$ cat src/rtl/score_keeper_if.sv
// Bundles the match-scorer inputs (tick, max_score, start, point pulses)
// and its registered outputs (scores, target, play_en, winner, state).
// master: the side that drives the inputs and reads the results.
// slave:  the score_keeper itself.
interface score_keeper_if #(
  parameter int SCORE_W = 5
);
  logic               tick;
  logic [SCORE_W-1:0] max_score;
  logic               start;
  logic               p1_point;
  logic               p2_point;
  logic [SCORE_W-1:0] score1;
  logic [SCORE_W-1:0] score2;
  logic [SCORE_W-1:0] target;
  logic               play_en;
  logic [1:0]         winner;
  logic [1:0]         state;

  modport master (
    output tick, max_score, start, p1_point, p2_point,
    input  score1, score2, target, play_en, winner, state
  );

  modport slave (
    input  tick, max_score, start, p1_point, p2_point,
    output score1, score2, target, play_en, winner, state
  );
endinterface

$ cat src/rtl/score_keeper.sv
// Match scorer. Latches the winning score at match start, counts points for
// both players, pauses for a serve after every point and declares a winner.
// Ports:
//   clk    system clock
//   rst_n  synchronous active-low reset
//   bus    score_keeper_if.slave: tick, max_score, start, p1_point, p2_point in;
//          score1, score2, target, play_en, winner, state out (all registered)
//
// state | meaning
// ------+--------------------------------------------------
// IDLE  | waiting for a start press; target latched on exit
// PLAY  | ball live; point pulses update the scores
// SERVE | pause after a point; counts SERVE_TICKS ticks
// OVER  | a player reached target; start press returns to IDLE
module score_keeper #(
  parameter int SCORE_W     = 5,
  parameter int SERVE_TICKS = 3
) (
  input logic           clk,
  input logic           rst_n,
  score_keeper_if.slave bus
);

  localparam logic [1:0] ST_IDLE  = 2'b00;
  localparam logic [1:0] ST_PLAY  = 2'b01;
  localparam logic [1:0] ST_SERVE = 2'b10;
  localparam logic [1:0] ST_OVER  = 2'b11;

  localparam int              CNT_W      = (SERVE_TICKS > 1) ? $clog2(SERVE_TICKS) : 1;
  localparam logic [CNT_W-1:0] SERVE_LOAD = CNT_W'(SERVE_TICKS - 1);

  logic [1:0]         state_q,  state_nxt;
  logic [SCORE_W-1:0] score1_q, score1_nxt;
  logic [SCORE_W-1:0] score2_q, score2_nxt;
  logic [SCORE_W-1:0] target_q, target_nxt;
  logic [1:0]         winner_q, winner_nxt;
  logic [CNT_W-1:0]   cnt_q,    cnt_nxt;
  logic               play_en_q;
  logic               start_q;
  logic               start_rise;
  logic [SCORE_W-1:0] s1_inc, s2_inc;

  assign start_rise = bus.start & ~start_q;
  assign s1_inc     = score1_q + SCORE_W'(1);
  assign s2_inc     = score2_q + SCORE_W'(1);

  always_comb begin
    state_nxt  = state_q;
    score1_nxt = score1_q;
    score2_nxt = score2_q;
    target_nxt = target_q;
    winner_nxt = winner_q;
    cnt_nxt    = cnt_q;

    case (state_q)
      ST_IDLE: begin
        if (start_rise) begin
          // A zero target would make the match unwinnable; treat it as 1.
          target_nxt = (bus.max_score == '0) ? SCORE_W'(1) : bus.max_score;
          score1_nxt = '0;
          score2_nxt = '0;
          winner_nxt = 2'b00;
          state_nxt  = ST_PLAY;
        end
      end

      ST_PLAY: begin
        if (bus.p1_point && bus.p2_point) begin
          state_nxt = ST_SERVE;
          cnt_nxt   = SERVE_LOAD;
        end else if (bus.p1_point) begin
          score1_nxt = s1_inc;
          if (s1_inc == target_q) begin
            state_nxt  = ST_OVER;
            winner_nxt = 2'b01;
          end else begin
            state_nxt = ST_SERVE;
            cnt_nxt   = SERVE_LOAD;
          end
        end else if (bus.p2_point) begin
          score2_nxt = s2_inc;
          if (s2_inc == target_q) begin
            state_nxt  = ST_OVER;
            winner_nxt = 2'b10;
          end else begin
            state_nxt = ST_SERVE;
            cnt_nxt   = SERVE_LOAD;
          end
        end
      end

      ST_SERVE: begin
        if (bus.tick) begin
          if (cnt_q == '0) begin
            state_nxt = ST_PLAY;
          end else begin
            cnt_nxt = cnt_q - CNT_W'(1);
          end
        end
      end

      ST_OVER: begin
        // Target is kept so the display still shows the last match's goal.
        if (start_rise) begin
          score1_nxt = '0;
          score2_nxt = '0;
          winner_nxt = 2'b00;
          state_nxt  = ST_IDLE;
        end
      end

      default: begin
        state_nxt = ST_IDLE;
      end
    endcase
  end

  always_ff @(posedge clk) begin
    if (!rst_n) begin
      state_q   <= ST_IDLE;
      score1_q  <= '0;
      score2_q  <= '0;
      target_q  <= '0;
      winner_q  <= 2'b00;
      cnt_q     <= '0;
      play_en_q <= 1'b0;
      start_q   <= 1'b0;
    end else begin
      state_q   <= state_nxt;
      score1_q  <= score1_nxt;
      score2_q  <= score2_nxt;
      target_q  <= target_nxt;
      winner_q  <= winner_nxt;
      cnt_q     <= cnt_nxt;
      // Decoded from the next state so it lines up with the state register.
      play_en_q <= (state_nxt == ST_PLAY);
      start_q   <= bus.start;
    end
  end

  assign bus.state   = state_q;
  assign bus.score1  = score1_q;
  assign bus.score2  = score2_q;
  assign bus.target  = target_q;
  assign bus.winner  = winner_q;
  assign bus.play_en = play_en_q;

endmodule
$ cat src/flat_wrapper.sv
// flat-port wrapper written by rule: the top's interface ports become plain ports
module score_keeper_flat 
#(
  parameter int SCORE_W     = 5,
  parameter int SERVE_TICKS = 3
)
  (clk, rst_n, bus_tick, bus_max_score, bus_start, bus_p1_point, bus_p2_point, bus_score1, bus_score2, bus_target, bus_play_en, bus_winner, bus_state);
  score_keeper_if #(.SCORE_W(SCORE_W)) bus_i ();
  input logic clk;
  input logic rst_n;
  input wire logic [$bits(bus_i.tick)-1:0] bus_tick;
  input wire logic [$bits(bus_i.max_score)-1:0] bus_max_score;
  input wire logic [$bits(bus_i.start)-1:0] bus_start;
  input wire logic [$bits(bus_i.p1_point)-1:0] bus_p1_point;
  input wire logic [$bits(bus_i.p2_point)-1:0] bus_p2_point;
  output wire logic [$bits(bus_i.score1)-1:0] bus_score1;
  output wire logic [$bits(bus_i.score2)-1:0] bus_score2;
  output wire logic [$bits(bus_i.target)-1:0] bus_target;
  output wire logic [$bits(bus_i.play_en)-1:0] bus_play_en;
  output wire logic [$bits(bus_i.winner)-1:0] bus_winner;
  output wire logic [$bits(bus_i.state)-1:0] bus_state;
  assign bus_i.tick = bus_tick;
  assign bus_i.max_score = bus_max_score;
  assign bus_i.start = bus_start;
  assign bus_i.p1_point = bus_p1_point;
  assign bus_i.p2_point = bus_p2_point;
  assign bus_score1 = bus_i.score1;
  assign bus_score2 = bus_i.score2;
  assign bus_target = bus_i.target;
  assign bus_play_en = bus_i.play_en;
  assign bus_winner = bus_i.winner;
  assign bus_state = bus_i.state;
  score_keeper #(.SCORE_W(SCORE_W), .SERVE_TICKS(SERVE_TICKS)) u_core (.clk(clk), .rst_n(rst_n), .bus(bus_i));
endmodule
$ cat config.mk
export PLATFORM = sky130hd
export DESIGN_NAME = score_keeper_flat
export DESIGN_NICKNAME = d
export VERILOG_FILES = /design/src/rtl/score_keeper_if.sv /design/src/rtl/score_keeper.sv /design/src/flat_wrapper.sv
export SDC_FILE = /design/constraint.sdc
export NUM_CORES = 1
export LEC_CHECK = 0
export ABC_AREA = 1
export CORE_MARGIN = 8
export CORE_UTILIZATION = 40
export CTS_BUF_LIST = sky130_fd_sc_hd__clkbuf_16
export DETAILED_ROUTE_END_ITERATION = 7
export PLACE_DENSITY = 0.75
export SLEW_MARGIN = 10
export SYNTH_ARGS = -nofsm -noshare
export SYNTH_HDL_FRONTEND = slang
export SYNTH_SLANG_ARGS = --single-unit
$ cat constraint.sdc
create_clock -name clk -period 1.9 [get_ports clk]
set_clock_uncertainty 0.1 [all_clocks]
set_input_delay 0.57 -clock clk [delete_from_list [all_inputs] [get_ports clk]]
set_output_delay 0.57 -clock clk [all_outputs]
set_load 0.05 [all_outputs]
Word-level counts from Yosys, hierarchy flattened
Index checks and enable logic that the tools add are counted.
Widths: inputs -> output; s select.
{"block": "classes", "addsub": 3, "eq_ne": 19, "muxes": 34, "bitwise": 2, "n_reduce_logical": 12}
{"op": "$mux 2", "n": 20}
{"op": "$mux 5", "n": 7}
{"op": "$pmux 5 s2", "n": 2}
{"op": "$ne 2x2->1 const B", "n": 6}
{"op": "$ne 4x3->1 const B", "n": 3}
{"op": "$reduce_and 6->1", "n": 2}
{"op": "$add 5x1->5 const B", "n": 2}
{"op": "$eq 5x5->1", "n": 2}
{"op": "$pmux 2 s2", "n": 2}
{"op": "$pmux 2 s4", "n": 1}
{"op": "$ne 3x2->1 const B", "n": 2}
{"op": "$logic_not 5->1", "n": 1}
{"op": "$reduce_and 5->1", "n": 1}
{"op": "$eq 2x1->1 const B", "n": 2}
{"op": "$eq 2x2->1 const B", "n": 2}
{"op": "$logic_not 2->1", "n": 2}
{"op": "$reduce_and 4->1", "n": 1}
{"op": "$reduce_bool 2->1", "n": 2}
{"op": "$ne 3x3->1 const B", "n": 1}
{"op": "$mux 1", "n": 2}
{"op": "$ne 2x1->1 const B", "n": 1}
{"op": "$reduce_and 2->1", "n": 1}
{"op": "$reduce_or 2->1", "n": 1}
{"op": "$sub 2x1->2 const B", "n": 1}
{"op": "3 further kinds", "n": 3}
{"block": "totals", "regBits": 23, "in_bits": 11, "output_inout_bits": 20, "elab_cells": 78}

Longest topological paths before layout
Gate-level depths: netlist of run 1.
{"block": "depth", "word_depth": 8, "depth_mapped": 14, "mapped_depth_nobuf": 14}

Worst setup path after synthesis of run 1
No wires, ideal clock.
{"block": "synth_path", "kind": "register -> register", "from": "reg u_core.state_q[0] (netlist: u_core.bus.state[0])", "to": "reg u_core.score1_q[3] (netlist: u_core.bus.score1[3])", "setup_time_ns": 0.134, "arrival_time_ns": 2.072, "t_required_ns": 1.666, "slack_ns": -0.406, "path_stages_with_launch": 11, "path_buffers": 1, "synth_period_minus_slack_ns": 2.306, "cell_sequence": "dfxtp_1 > inv_1 > ha_1 > buf_4 > inv_1 > nand2_1 > o21ai_1 > a21oi_1 > inv_2 > a31oi_1 > a211oi_1"}
{"block": "synth_between", "elab_chain_len": 4, "word_cells_on_any_way": 10, "classes_between": "5 x eq/ne; 1 x mux; 4 x reduce/logical"}
{"item": "start: declaration", "line": "score_keeper.sv:32", "text": "logic [1:0] state_q, state_nxt;"}
{"item": "start signal: assignment", "line": "score_keeper.sv:129", "text": "state_q <= state_nxt;"}
{"item": "$eq 2x2->1 / $logic_not 2->1 (equally long branches)", "line": "score_keeper.sv:55", "text": "case (state_q)"}
{"item": "$reduce_or 2->1 (no line)"}
{"item": "$ne 2x1->1 (no line) / $reduce_bool 2->1 (equally long branches)"}
{"item": "$reduce_and 4->1 (no line)"}
{"item": "end signal: assignment", "line": "score_keeper.sv:130", "text": "score1_q <= score1_nxt;"}
{"item": "end: declaration", "line": "score_keeper.sv:33", "text": "logic [SCORE_W-1:0] score1_q, score1_nxt;"}
Several ways; a longest one is shown, not always the timed one.
A chain may end at the register's enable or synchronous reset.

Final worst setup path of run 1
{"block": "layout_path", "from": "in bus_start", "to": "reg u_core.target_q[3] (netlist: u_core.bus.target[3])"}
{"block": "layout_between", "elab_chain_len": 2}
{"item": "start: declaration", "line": "flat_wrapper.sv:13", "text": "input wire logic [$bits(bus_i.start)-1:0] bus_start;"}
{"item": "$and 1x1->1", "line": "score_keeper.sv:43", "text": "assign start_rise = bus.start & ~start_q;"}
{"item": "$reduce_and 2->1 (no line)"}
{"item": "end signal: assignment", "line": "score_keeper.sv:132", "text": "target_q <= target_nxt;"}
{"item": "end: declaration", "line": "score_keeper.sv:35", "text": "logic [SCORE_W-1:0] target_q, target_nxt;"}
No other way between the ends.

==> results.ini, run 1 <==
[placement]
dpl.hpwl_mm=3.07
dp_cells=320
port_buffers=30
dp_slack_ns=-0.209
gp_congestion=0.857

[clocking]
clkTransAtPathRegs_ns=0.07
cts_num_sinks=23
cts_made_buffers=3
cts_tree=yes
cts_root_buf=clkbuf_16
ctsHtreeMaxLevel=1
clock_latency_ns=0.26
clock_path_buffers=2

[route]
ant_nets=0
routedWlPerCell_microns=11.9
drt_pre_antenna_iters=4
vias_per_cell=4.86
drt_iter0_drc=57
num_vias=1574
drc=0
wirelength_mm=3.87

[floorplanning]
die_w_microns=78.1
dieArea_sq_um=6100
die_h_microns=78.1
initial_core_util_pct=41.9
core_sq_um=3690
rows=22
pin_count=31

[synth]
synth-async-reset-ratio_pct=0
synthFlopType=dfxtp_1
synth_area_sq_um=1540
yosysUniqueCellTypes=27
syn-instance-count=231
yosys_warnings=0
synth_nets=251
avgSynthCellArea_sq_um=6.68
synth_edf_count=0
ys_seq_area_share_pct=29.8
synth.ff_latch_count=23

[pwr]
pwr-share-clk_pct=20.3
p_sw_w=0.000972
power_frac_seq_pct=28.5
p_per_area_nw_per_um2=1010
p_leak_nw=1.02
vdd_drop_max_uv=513
switching_share_pct=41.3
p_comb_share_pct=51.2
p_int_w=0.00138

[final_layout]
multi_input_area_sq_um=967
nets=297
drive_gt1_share_pct=26.8
final_cell_mix=nand2_1, inv_1, buf_12
fin_cells=324
final_util_pct=63.3
fill_cells=316
final-seq-area_sq_um=475
areaGrowthSynthToFinish_pct=51.2
final_common_cell=nand2_1
n_antenna_cell=0

[sta]
fin_ws_ns=0.129
hold_viol=0
relSlewSlack_pct=77.2
slew_violations=0
worst_slew_pin_slew_ns=0.341
setup_viol_count_final=0
fin_crit_ns=1.77
layout_worst_path_cycle_share_pct=93.2
holdWs_ns=0.430
fmax_ghz=0.565

[status]
status=complete, no violations

[critical_path]
r2r_start=u_core.bus.score1[1]$_SDFFE_PN0P_
cp-start-kind=primary input
arrival_ns=1.81
critPathSlowestCell=clkdlybuf4s50_1
critPathKind=in -> reg
required_ns=1.94
path_delay_family=buffers and inverters
crit_start=bus_start
rrSetupSlack_ns=0.17
slowest_delay_ns=0.47
crit_buf_inv=2
path_cells=clkdlybuf4s50_1, nand2_1, nor2_1, clkinv_1, o21ai_0, a21oi_1
end_kind=register
critPathMaxFanout=10

[global_route]
overflow=0
grt_usage_pct=12.9
antenna_found_initial=0
first_global_vias=1521
grt_pass1_wl_mm=6.71
grt_max_degree=15

[flow_run]
maxCapViolCount=0

[hold_path]
hp-class=reg -> reg
min_from=u_core.cnt_q[1]$_SDFFE_PN0P_

## state kept, by name, summed over array words and instances (netlist names)
register	count
u_core.bus.score1	5
u_core.bus.score2	5
u_core.bus.target	5
u_core.bus.state	2
u_core.bus.winner	2
u_core.cnt_q	2
u_core.bus.play_en	1
u_core.start_q	1
## area by class of cell
type	instances	share of cell area, %
multi-input combinational	167	41.4
timing repair buffer	44	26.0
sequential	23	20.4
inverter	38	6.11
clock buffer	3	3.22
tap	48	2.57
clock inverter	1	0.268
## cells by family (layout without fill, tap and decap cells)
family / Yosys count / in the layout / synth area share, %
buffers and inverters: 41 / 86 / 10.2
adder cells (fa/ha/maj): 9 / 9 / 7.29
AND/OR/NAND/NOR: 118 / 118 / 36.4
XOR/XNOR: 4 / 4 / 2.76
AO/OA/AOI/OAI: 36 / 36 / 13.5
flip-flops: 23 / 23 / 29.8
## power by group through the flow
| stage | clock network [W] | logic (W) | registers [W] |
|---|---|---|---|
| global route | 0.000503 | 0.00131 | 0.000683 |
| finish | 0.000477 | 0.00120 | 0.000671 |
| CTS | 0.000483 | 0.00119 | 0.000665 |
| detailed placement | 0 | 0.00118 | 0.000674 |
| global placement | 0 | 0.00117 | 0.000673 |
| floorplan | 0 | 0.000498 | 0.000867 |
## layer usage
metal,share of wire (%),vias up,global-route usage (%)
li1,-,834,-
met1,45,699,15.5
met2,50,37,22.3
met3,3.9,4,1.94
met4,1.5,0,5.37
met5,0,-,0
## cells in the mapped netlist (all sizes together) (3+ instances only)
library cell / number / area (sq um)
nor2: 18 / 85.1
o21ai: 12 / 60.1
a21oi: 16 / 91.3
a31oi: 3 / 18.8
inv: 37 / 139
nand3: 21 / 140
ha: 9 / 113
a211oi: 4 / 30.0
nand4: 7 / 43.8
nand2: 69 / 277
dfxtp: 23 / 460
## worst min-delay path: stages, from the launching register on
cell	delay, ns
dfxtp_1	0.30
inv_1	0.06
nand2_1	0.05
nand2_1	0.05
nor2_1	0.03
## repair_timing
item                       in CTS  in global routing
setup buffers                   0                  0
setup endpoints to repair       0                 13
hold buffers                    0                  0
resized for setup               0                 11
## final timing paths
| check | endpoint | cells after the start |
|---|---|---|
| max | u_core.bus.target[3]$_SDFFE_PN0P_ | 6 |
| min reg2reg | u_core.cnt_q[1]$_SDFFE_PN0P_ | 4 |
| min | u_core.cnt_q[1]$_SDFFE_PN0P_ | 4 |
| max reg2reg | u_core.bus.play_en$_SDFF_PN0_ | 13 |
## per-stage QoR
step,TNS [ns],cell area (sq um),total power (W)
after floorplan,0,1560,0.00137
after global placement,-1.51,2210,0.00184
after detailed placement,-2.54,2210,0.00186
after CTS,0,2290,0.00234
after global routing,-0.00870,2330,0.00250
final,0,2330,0.00235
(Power assumes the default switching activity.)
==> run 2, diff against run 1 <==
--- a/config.mk
+++ b/config.mk
@@ -7,10 +7,10 @@
 export LEC_CHECK = 0
 export ABC_AREA = 1
 export CORE_MARGIN = 8
-export CORE_UTILIZATION = 40
+export CORE_UTILIZATION = 46
 export CTS_BUF_LIST = sky130_fd_sc_hd__clkbuf_16
 export DETAILED_ROUTE_END_ITERATION = 7
-export PLACE_DENSITY = 0.75
+export PLACE_DENSITY = 0.83
 export SLEW_MARGIN = 10
 export SYNTH_ARGS = -nofsm -noshare
 export SYNTH_HDL_FRONTEND = slang
==> constraint.sdc (replaced) <==
create_clock -name clk -period 1.6 [get_ports clk]
set_clock_uncertainty 0.1 [all_clocks]
set_input_delay 0.48 -clock clk [delete_from_list [all_inputs] [get_ports clk]]
set_output_delay 0.48 -clock clk [all_outputs]
set_load 0.05 [all_outputs]
==> results.ini, run 2 (synthesis results as in run 1) <==
[status]
status=finished with violations
violations=setup timing

[global_route]
grt_max_degree=13
grt_pass1_wl_mm=8.23
first_global_vias=1781
overflow=0
grt_usage_pct=19.1
antenna_found_initial=0

[floorplanning]
rows=21
pin_count=31
initial_core_util_pct=47.0
core_sq_um=3280
dieArea_sq_um=5470
die_h_microns=73.9
die_w_microns=73.9

[critical_path]
slowest_delay_ns=0.35
r2r_end=u_core.bus.winner[1]$_SDFFE_PN0P_
end_kind=register
r2r_start=u_core.bus.score1[0]$_SDFFE_PN0P_
arrival_ns=1.86
critPathSlowestCell=dfxtp_4
crit_start=u_core.bus.score1[0]$_SDFFE_PN0P_
critPathKind=reg -> reg
cp-start-kind=register
path_delay_family=simple AND/OR/NAND/NOR gates
rrSetupSlack_ns=-0.16
critPathMaxFanout=3
cp.depth=12
r2r_cells=12
path_cells=ha_4, nand2_1, nand2_1, nand2_1, nand3_2, nor2_4, nand2_2, nand3_2, nand3_2, nand2_2, nand2_2, nor2_2
crit_end=u_core.bus.winner[1]$_SDFFE_PN0P_
required_ns=1.70
crit_buf_inv=0

[sta]
relSlewSlack_pct=76.5
fin_crit_ns=1.76
tns_ns=-0.886
hold_viol=0
slew_violations=0
fmax_ghz=0.568
fin_ws_ns=-0.162
rsz0062_at_grt=true
setup_viol_count_final=9
worst_slew_pin_slew_ns=0.351
layout_worst_path_cycle_share_pct=110

[clocking]
cts_tree=yes
cts_root_buf=clkbuf_16
clock_path_buffers=2
ctsHtreeMaxLevel=1
cts_made_buffers=3
cts_num_sinks=23
clkTransAtPathRegs_ns=0.06
holdBufCountCts=0
clock_latency_ns=0.26

[pwr]
p_leak_nw=1.11
p_per_area_nw_per_um2=1190
vdd_drop_max_uv=761

[route]
vias_per_cell=5.40
wirelength_mm=5.15
drt_iter0_drc=145
drt_pre_antenna_iters=4
ant_nets=0
routedWlPerCell_microns=15.3
drc=0
num_vias=1815

[placement]
dp_slack_ns=-0.436
dp_cells=328
gp_congestion=0.846
port_buffers=30
postPlaceCellArea_sq_um=2390
dpl.hpwl_mm=3.51

[hold_path]
min_from=u_core.bus.score2[4]$_SDFFE_PN0P_
hold_path_depth=2
hp-class=reg -> reg

[flow_run]
maxCapViolCount=0

[final_layout]
fin_cells=336
final_common_cell=nand2_1
nets=311
areaGrowthSynthToFinish_pct=68.2
n_antenna_cell=0
fin_area_sq_um=2600
fill_cells=183
drive_gt1_share_pct=42.1
final_cell_mix=nand2_1, inv_1, buf_4

## run 2: cell count changes in the layout (fill, tap and decap cells not counted), moves of 3 or more
cell	previous run	this run
nand2_2	8	15
dfxtp_1	17	9
dfxtp_2	3	8
nor2_1	14	10
dfxtp_4	3	6
inv_1	34	29
buf_4	14	25
nand2_1	61	53
dlygate4sd2_1	0	3
ha_1	7	4
nor2_2	2	5
## run 2: cell type report
type / instances / area, sq um / area share [%]
multi-input combinational: 167 / 1080 / 41.8
timing repair buffer: 58 / 727 / 28.0
sequential: 23 / 493 / 19.0
inverter: 38 / 156 / 6.02
clock buffer: 3 / 75.1 / 2.89
tap: 46 / 57.6 / 2.22
clock inverter: 1 / 3.75 / 0.145
## run 2: tightest hold or removal path, delay by kind of cell, from the launching register on
kind               cells  cell delay [ns]
AOI/OAI and AO/OA      1             0.06
and+or+nand+nor        1             0.07
DFF                    1             0.35
## run 2: worst min path at each step
stage	to	slack, ns
global placement	u_core.bus.score2[4]$_SDFFE_PN0P_	0.40
finish	u_core.bus.score2[4]$_SDFFE_PN0P_	0.41
CTS	u_core.bus.score2[4]$_SDFFE_PN0P_	0.41
global route	u_core.bus.score2[4]$_SDFFE_PN0P_	0.43
detailed placement	u_core.bus.score2[4]$_SDFFE_PN0P_	0.40
floorplan	u_core.cnt_q[1]$_SDFFE_PN0P_	0.39
## run 2: repair_timing
item                       4_1_cts  5_1_grt
setup endpoints to repair       22       12
buffers inserted                 3        1
pin swaps                        5       10
gates resized for setup         20       15
## run 2: routing by layer
metal	routed length (microns)	global-route usage, %	vias to the layer above
li1	-	-	871
met1	2050	21.3	838
met2	2580	33.2	81
met3	309	3.50	25
met4	216	11.1	0
met5	0	0	-
## run 2: metrics by stage
stage	hold slack [ns]	power [W]	util, %
6_report	0.411	0.00310	79.1
3_5_place_dp	0.396	0.00236	72.7
5_1_grt	0.435	0.00325	79.1
4_1_cts	0.408	0.00298	77.0
2_1_floorplan	0.394	0.00170	-
3_3_place_gp	0.399	0.00231	72.7
## run 2: report_power, final
part	internal (W)	switching, W
registers	0.000675	0.000121
logic	0.000782	0.000966
clock network	0.000335	0.000224
total	0.00179	0.00131
